$ cat config.mk
export PLATFORM = sky130hd
export DESIGN_NAME = irq_dispatcher_flat
export DESIGN_NICKNAME = d
export VERILOG_FILES = /design/src/rtl/irq_dispatcher_if.sv /design/src/rtl/irq_dispatcher.sv /design/src/flat_wrapper.sv
export SDC_FILE = /design/constraint.sdc
export NUM_CORES = 1
export LEC_CHECK = 0
export BUFFER_PORTS_ARGS = -buffer_cell sky130_fd_sc_hd__clkbuf_2
export CAP_MARGIN = 20
export CELL_PAD_IN_SITES_DETAIL_PLACEMENT = 0
export CELL_PAD_IN_SITES_GLOBAL_PLACEMENT = 2
export CORE_MARGIN = 3
export CORE_UTILIZATION = 33
export CTS_BUF_LIST = sky130_fd_sc_hd__clkbuf_4
export DETAILED_ROUTE_END_ITERATION = 6
export GPL_TIMING_DRIVEN = 0
export PLACE_DENSITY_LB_ADDON = 0.1
export SLEW_MARGIN = 20
export SYNTH_ARGS = -nofsm -noshare
export SYNTH_HDL_FRONTEND = slang
export SYNTH_SLANG_ARGS = --single-unit
$ cat constraint.sdc
create_clock -name clk -period 6.6 [get_ports clk]
set_input_delay 1.32 -clock clk [delete_from_list [all_inputs] [get_ports clk]]
set_output_delay 1.32 -clock clk [all_outputs]
set_load 0.01 [all_outputs]
$ cat src/rtl/irq_dispatcher_if.sv
// Signal bundle between irq_dispatcher, the interrupt controller and the CPU.
// The master side is the dispatcher; the slave side is the controller/CPU pair.
interface irq_dispatcher_if;
    logic [14:0] irq_lines;
    logic        irq_ack;
    logic        irq_eoi;
    logic        irq_req;
    logic [3:0]  irq_vector;
    logic [14:0] in_service;
    logic        ctl_wr;
    logic        ctl_addr;
    logic [15:0] ctl_din;

    modport master (
        input  irq_lines,
        input  irq_ack,
        input  irq_eoi,
        output irq_req,
        output irq_vector,
        output in_service,
        output ctl_wr,
        output ctl_addr,
        output ctl_din
    );

    modport slave (
        output irq_lines,
        output irq_ack,
        output irq_eoi,
        input  irq_req,
        input  irq_vector,
        input  in_service,
        input  ctl_wr,
        input  ctl_addr,
        input  ctl_din
    );
endinterface

$ cat src/rtl/irq_dispatcher.sv
// Priority interrupt dispatcher: picks the highest eligible line, hands it to the CPU
// with req/ack, clears it in the controller on ack and tracks nested in-service levels.
module irq_dispatcher (
    input  logic                 clk,
    input  logic                 reset_n,
    irq_dispatcher_if.master     bus
);

    typedef enum logic [1:0] {
        ST_IDLE  = 2'd0,
        ST_REQ   = 2'd1,
        ST_CLEAR = 2'd2
    } state_t;

    state_t      state_r, state_s;
    logic        req_r, req_s;
    logic [3:0]  vec_r, vec_s;
    logic [14:0] isr_r, isr_s;
    logic        wr_r, wr_s;
    logic        addr_r, addr_s;
    logic [15:0] din_r, din_s;

    logic [4:0]  isr_top_s;
    logic [4:0]  cur_level_s;
    logic [14:0] eligible_s;
    logic [4:0]  cand_s;

    // Returns {found, index} of the highest set bit of a 15-bit vector.
    function automatic logic [4:0] top_index(input logic [14:0] v);
        logic [4:0] r;
        r = 5'd0;
        for (int i = 0; i < 15; i++) begin
            if (v[i]) begin
                r = {1'b1, 4'(i)};
            end else begin
                r = r;
            end
        end
        return r;
    endfunction

    // Current nesting level and the highest line allowed to interrupt it.
    always_comb begin
        isr_top_s   = top_index(isr_r);
        cur_level_s = isr_top_s[4] ? ({1'b0, isr_top_s[3:0]} + 5'd1) : 5'd0;
        eligible_s  = 15'd0;
        for (int i = 0; i < 15; i++) begin
            if (bus.irq_lines[i] && ((5'(i) + 5'd1) > cur_level_s)) begin
                eligible_s[i] = 1'b1;
            end else begin
                eligible_s[i] = 1'b0;
            end
        end
        cand_s = top_index(eligible_s);
    end

    // Next-state and next-output logic for the handshake FSM.
    always_comb begin
        state_s = state_r;
        req_s   = req_r;
        vec_s   = vec_r;
        wr_s    = 1'b0;
        addr_s  = 1'b0;
        din_s   = 16'd0;
        isr_s   = isr_r;

        // EOI retires the pre-update top level before any ack sets its own bit.
        if (bus.irq_eoi && isr_top_s[4]) begin
            isr_s = isr_r & ~(15'd1 << isr_top_s[3:0]);
        end else begin
            isr_s = isr_r;
        end

        case (state_r)
            ST_IDLE: begin
                if (cand_s[4]) begin
                    vec_s   = cand_s[3:0];
                    req_s   = 1'b1;
                    state_s = ST_REQ;
                end else begin
                    state_s = ST_IDLE;
                end
            end
            ST_REQ: begin
                if (bus.irq_ack) begin
                    isr_s   = isr_s | (15'd1 << vec_r);
                    req_s   = 1'b0;
                    vec_s   = 4'd0;
                    wr_s    = 1'b1;
                    addr_s  = 1'b1;
                    din_s   = {1'b0, 15'd1 << vec_r};
                    state_s = ST_CLEAR;
                end else if (cand_s[4] && (cand_s[3:0] > vec_r)) begin
                    vec_s   = cand_s[3:0];
                end else if (!bus.irq_lines[vec_r]) begin
                    req_s   = 1'b0;
                    vec_s   = 4'd0;
                    state_s = ST_IDLE;
                end else begin
                    state_s = ST_REQ;
                end
            end
            ST_CLEAR: begin
                state_s = ST_IDLE;
            end
            default: begin
                state_s = ST_IDLE;
                req_s   = 1'b0;
                vec_s   = 4'd0;
            end
        endcase
    end

    // State and registered outputs.
    always_ff @(posedge clk or negedge reset_n) begin
        if (!reset_n) begin
            state_r <= ST_IDLE;
            req_r   <= 1'b0;
            vec_r   <= 4'd0;
            isr_r   <= 15'd0;
            wr_r    <= 1'b0;
            addr_r  <= 1'b0;
            din_r   <= 16'd0;
        end else begin
            state_r <= state_s;
            req_r   <= req_s;
            vec_r   <= vec_s;
            isr_r   <= isr_s;
            wr_r    <= wr_s;
            addr_r  <= addr_s;
            din_r   <= din_s;
        end
    end

    assign bus.irq_req    = req_r;
    assign bus.irq_vector = vec_r;
    assign bus.in_service = isr_r;
    assign bus.ctl_wr     = wr_r;
    assign bus.ctl_addr   = addr_r;
    assign bus.ctl_din    = din_r;

endmodule

$ cat src/flat_wrapper.sv
// flat-port wrapper written by rule: the top's interface ports become plain ports
module irq_dispatcher_flat 
  (clk, reset_n, bus_irq_lines, bus_irq_ack, bus_irq_eoi, bus_irq_req, bus_irq_vector, bus_in_service, bus_ctl_wr, bus_ctl_addr, bus_ctl_din);
  irq_dispatcher_if bus_i ();
  input  logic clk;
  input  logic reset_n;
  input wire logic [$bits(bus_i.irq_lines)-1:0] bus_irq_lines;
  input wire logic [$bits(bus_i.irq_ack)-1:0] bus_irq_ack;
  input wire logic [$bits(bus_i.irq_eoi)-1:0] bus_irq_eoi;
  output wire logic [$bits(bus_i.irq_req)-1:0] bus_irq_req;
  output wire logic [$bits(bus_i.irq_vector)-1:0] bus_irq_vector;
  output wire logic [$bits(bus_i.in_service)-1:0] bus_in_service;
  output wire logic [$bits(bus_i.ctl_wr)-1:0] bus_ctl_wr;
  output wire logic [$bits(bus_i.ctl_addr)-1:0] bus_ctl_addr;
  output wire logic [$bits(bus_i.ctl_din)-1:0] bus_ctl_din;
  assign bus_i.irq_lines = bus_irq_lines;
  assign bus_i.irq_ack = bus_irq_ack;
  assign bus_i.irq_eoi = bus_irq_eoi;
  assign bus_irq_req = bus_i.irq_req;
  assign bus_irq_vector = bus_i.irq_vector;
  assign bus_in_service = bus_i.in_service;
  assign bus_ctl_wr = bus_i.ctl_wr;
  assign bus_ctl_addr = bus_i.ctl_addr;
  assign bus_ctl_din = bus_i.ctl_din;
  irq_dispatcher u_core (.clk(clk), .reset_n(reset_n), .bus(bus_i));
endmodule
==> impl_metrics.csv <==
group,metric,value,unit
clock_network,clock_latency,0.34,ns
timing,fin_worst_skew,0.00821,ns
detailed_routing,drtIter0Drc,74,
detailed_routing,wire_per_inst,17.6,µm
critical_path,path_delay_family,"compound AO/OA/AOI/OAI gates",
hold_path,hold_start,"u_core.bus.irq_req",
clock_network,cts_tree,"built",
critical_path,critPathMaxStageDelay,0.61,ns
logic_synthesis,synth_area_per_cell,9.22,µm²
logic_synthesis,synthFlopType,"dfrtp_1",
layout,nNetsFinal,352,
place,hpwl,5.74,mm
status,status,"finished clean",
floorplanning,io-pin-count,57,
critical_path,critPathKind,"flip-flop to flip-flop",
hold_path,holdPathStages,1,
critical_path,required,6.89,ns
timing,drv_slew,0,
place,gp_congestion,0.793,
clock_network,cts_buffers,5,
critical_path,r2r_slack,0.78,ns
critical_path,cp_common_cell,"a21oi_1",
floorplanning,core_area,6940,µm²
timing,whs,0.535,ns
timing,tns,0,ns
clock_network,cts_resized,0,
hold_path,min_to,"u_core.bus.irq_req",
clock_network,clk_path_buf_depth,2,
detailed_routing,postRouteWirelength,7.39,mm
layout,antenna_cells,0,
timing,hold_viol_final,0,
logic_synthesis,ys_seq_elements,38,
clock_network,cts_hold_buf,0,
layout,drive_above_1_share,25.6,%
timing,max_clock_freq,172,MHz
critical_path,crit-reg2reg-launch,"u_core.bus.in_service[1]",
detailed_routing,firstDrtPassIters,4,
critical_path,reg2regPathDepth,25,
logic_synthesis,synth_nets,291,
detailed_routing,routed_via_density,5.25,
floorplanning,die_y,91.6,µm
logic_synthesis,synth.yosys.seq_area_share,39.4,%
detailed_routing,ant_nets,0,
global_route,grt_pass1_vias,2209,
clock_network,cts_max_level,2,
global_route,grt_max_degree,39,
critical_path,cpMaxStageDelayCell,"a2111oi_1",
clock_network,cts-root-buf,"clkbuf_4",
critical_path,cp.arrival,6.10,ns
floorplanning,rows,30,
logic_synthesis,post-synth-top-count-cell,"dfrtp_1",
logic_synthesis,ys_types,62,
timing,rsz0062_at_grt,"no",
timing,max_slew_margin,39.1,%
place,placedInstanceArea,2810,µm²
floorplanning,start_util,34.8,%
floorplanning,dieArea,8380,µm²
logic_synthesis,synth_cells,262,
timing,min_period_over_period,88.2,%
critical_path,start_kind,"flip-flop",
place,io_buffer_count,54,
logic_synthesis,yosysTopAreaCell,"dfrtp_1",
logic_synthesis,synthArstFlopShare,100,%
layout,finalInstanceArea,2910,µm²
global_route,grt_usage,18.0,%
critical_path,crit_fanout,8,
logic_synthesis,yosys.area.top_type_share,39.4,%
clock_network,cts.sinks,38,
logic_synthesis,synth.top_cells.by_count,"38 x dfrtp_1, 25 x nand2_1, 23 x nor2_1, 18 x a21o_1, 17 x inv_1",
global_route,antenna_found_initial,0,
timing,tightest_slew,0.914,ns
clock_network,clk_pin_slew,0.12,ns
hold_path,hp-class,"flip-flop to flip-flop",
critical_path,path_depth,25,
logic_synthesis,yosys-top-cells-area,"dfrtp_1 39%, a21o_1 5.6%, ha_1 5.2%, nand2_1 3.9%, mux4_2 3.7%",
floorplanning,die-width,91.6,µm
critical_path,worst-path-buf-inv,3,
layout,nFillCells,715,
global_route,grt_pass1_wl,11.8,mm
detailed_routing,drc,0,
clock_network,cts_setup_buffers,0,
critical_path,end_kind,"flip-flop",
timing,setup_viol,0,
logic_synthesis,syn_area,2420,µm²
run,drv_cap,0,
logic_synthesis,yosysWarningCount,0,
global_route,grt_remaining_overflow,0,
layout,area_growth,20.6,%
logic_synthesis,synth_edf_count,0,
detailed_routing,vias,2205,
critical_path,r2r-end,"u_core.bus.irq_vector[0]",
timing,finalCriticalPeriod,5.82,ns
-- state kept, by name, summed over array words and instances, names as in the netlist --
register               flops
u_core.state_r             2
u_core.bus.irq_req         1
u_core.bus.irq_vector      4
u_core.bus.ctl_din        15
u_core.bus.in_service     15
u_core.bus.ctl_wr          1
-- layout by cell type (no fill, tap or decap), types with 3 or more instances in the layout --
cell       n
a21o_1    18
a21oi_1   13
a41o_1     3
and2_1     5
and3_1     4
clkbuf_1   4
clkbuf_2  54
clkbuf_4   5
dfrtp_1   38
ha_1      10
inv_1     17
mux4_2     4
nand2_1   25
nand2b_1   3
nand3_1   12
nor2_1    23
nor2b_1    4
nor3_1     6
nor4_1     3
o21ai_0   13
o21ai_1    3
o31ai_1    4
-- logic make-up after synthesis --
family / count (synthesis) / synth area share, %
muxes: 5 / 4.14
other: 1 / 0.155
DFF: 38 / 39.4
AOI/OAI and AO/OA: 81 / 24.9
and+or+nand+nor: 99 / 21.1
buffers and inverters: 27 / 4.82
adders and majority gates: 11 / 5.59
-- worst reg2reg max path: stages (launching register included) --
cell,delay (ns)
dfrtp_1,0.43
nor2b_1,0.14
o21ai_0,0.34
a21oi_1,0.22
o21ai_2,0.43
inv_2,0.16
ha_1,0.30
ha_1,0.41
inv_1,0.15
a41o_1,0.32
nor2_1,0.25
a21oi_1,0.07
a2111oi_1,0.61
nor2_1,0.10
nand3_1,0.11
nand3b_1,0.11
ha_1,0.33
o21ai_0,0.08
nand2b_1,0.07
a21oi_1,0.06
a41o_1,0.21
or2_2,0.30
a21oi_1,0.20
o21ai_1,0.11
inv_1,0.09
a32o_1,0.16
-- final cells by class --
| class | instances | area (µm²) | area share, % |
|---|---|---|---|
| buffer | 8 | 45.0 | 1.55 |
| clock buffer | 5 | 37.5 | 1.29 |
| clock inverter | 3 | 68.8 | 2.36 |
| inverter | 19 | 71.3 | 2.45 |
| multi-input combinational | 197 | 1350 | 46.3 |
| sequential | 38 | 951 | 32.6 |
| tap | 96 | 120 | 4.12 |
| timing repair buffer | 54 | 270 | 9.27 |
-- worst max-delay path by stage --
stage | from | endpoint | slack (ns)
finish | u_core.bus.in_service[1] | u_core.bus.irq_vector[0] | 0.78
global route | u_core.bus.in_service[1] | u_core.bus.irq_vector[0] | 0.18
CTS | u_core.bus.in_service[1] | u_core.bus.irq_vector[0] | 0.58
detailed placement | u_core.bus.in_service[1] | u_core.bus.irq_vector[0] | 0.63
global placement | u_core.bus.in_service[1] | u_core.bus.irq_vector[0] | 0.63
floorplan | u_core.bus.in_service[1] | u_core.bus.irq_vector[0] | 1.82
-- routing by layer --
metal	wire (µm)	up-vias	global-route usage [%]
met3	276	6	3.15
met5	0	-	0
met2	3520	59	29.0
met1	3500	1057	24.9
met4	80	0	4.27
li1	-	1083	-
-- through the flow --
| step | instances | util (%) | setup slack, ns |
|---|---|---|---|
| after floorplan | 262 | - | 1.82 |
| after global placement | 412 | 40.4 | 0.630 |
| after detailed placement | 412 | 40.4 | 0.630 |
| after CTS | 420 | 41.9 | 0.581 |
| after global routing | 420 | 42.0 | 0.185 |
| final | 420 | 42.0 | 0.782 |
Power is left out: the tool's default activity adds up to more than one toggle a clock period on the data nets, which glitch-free logic cannot reach.
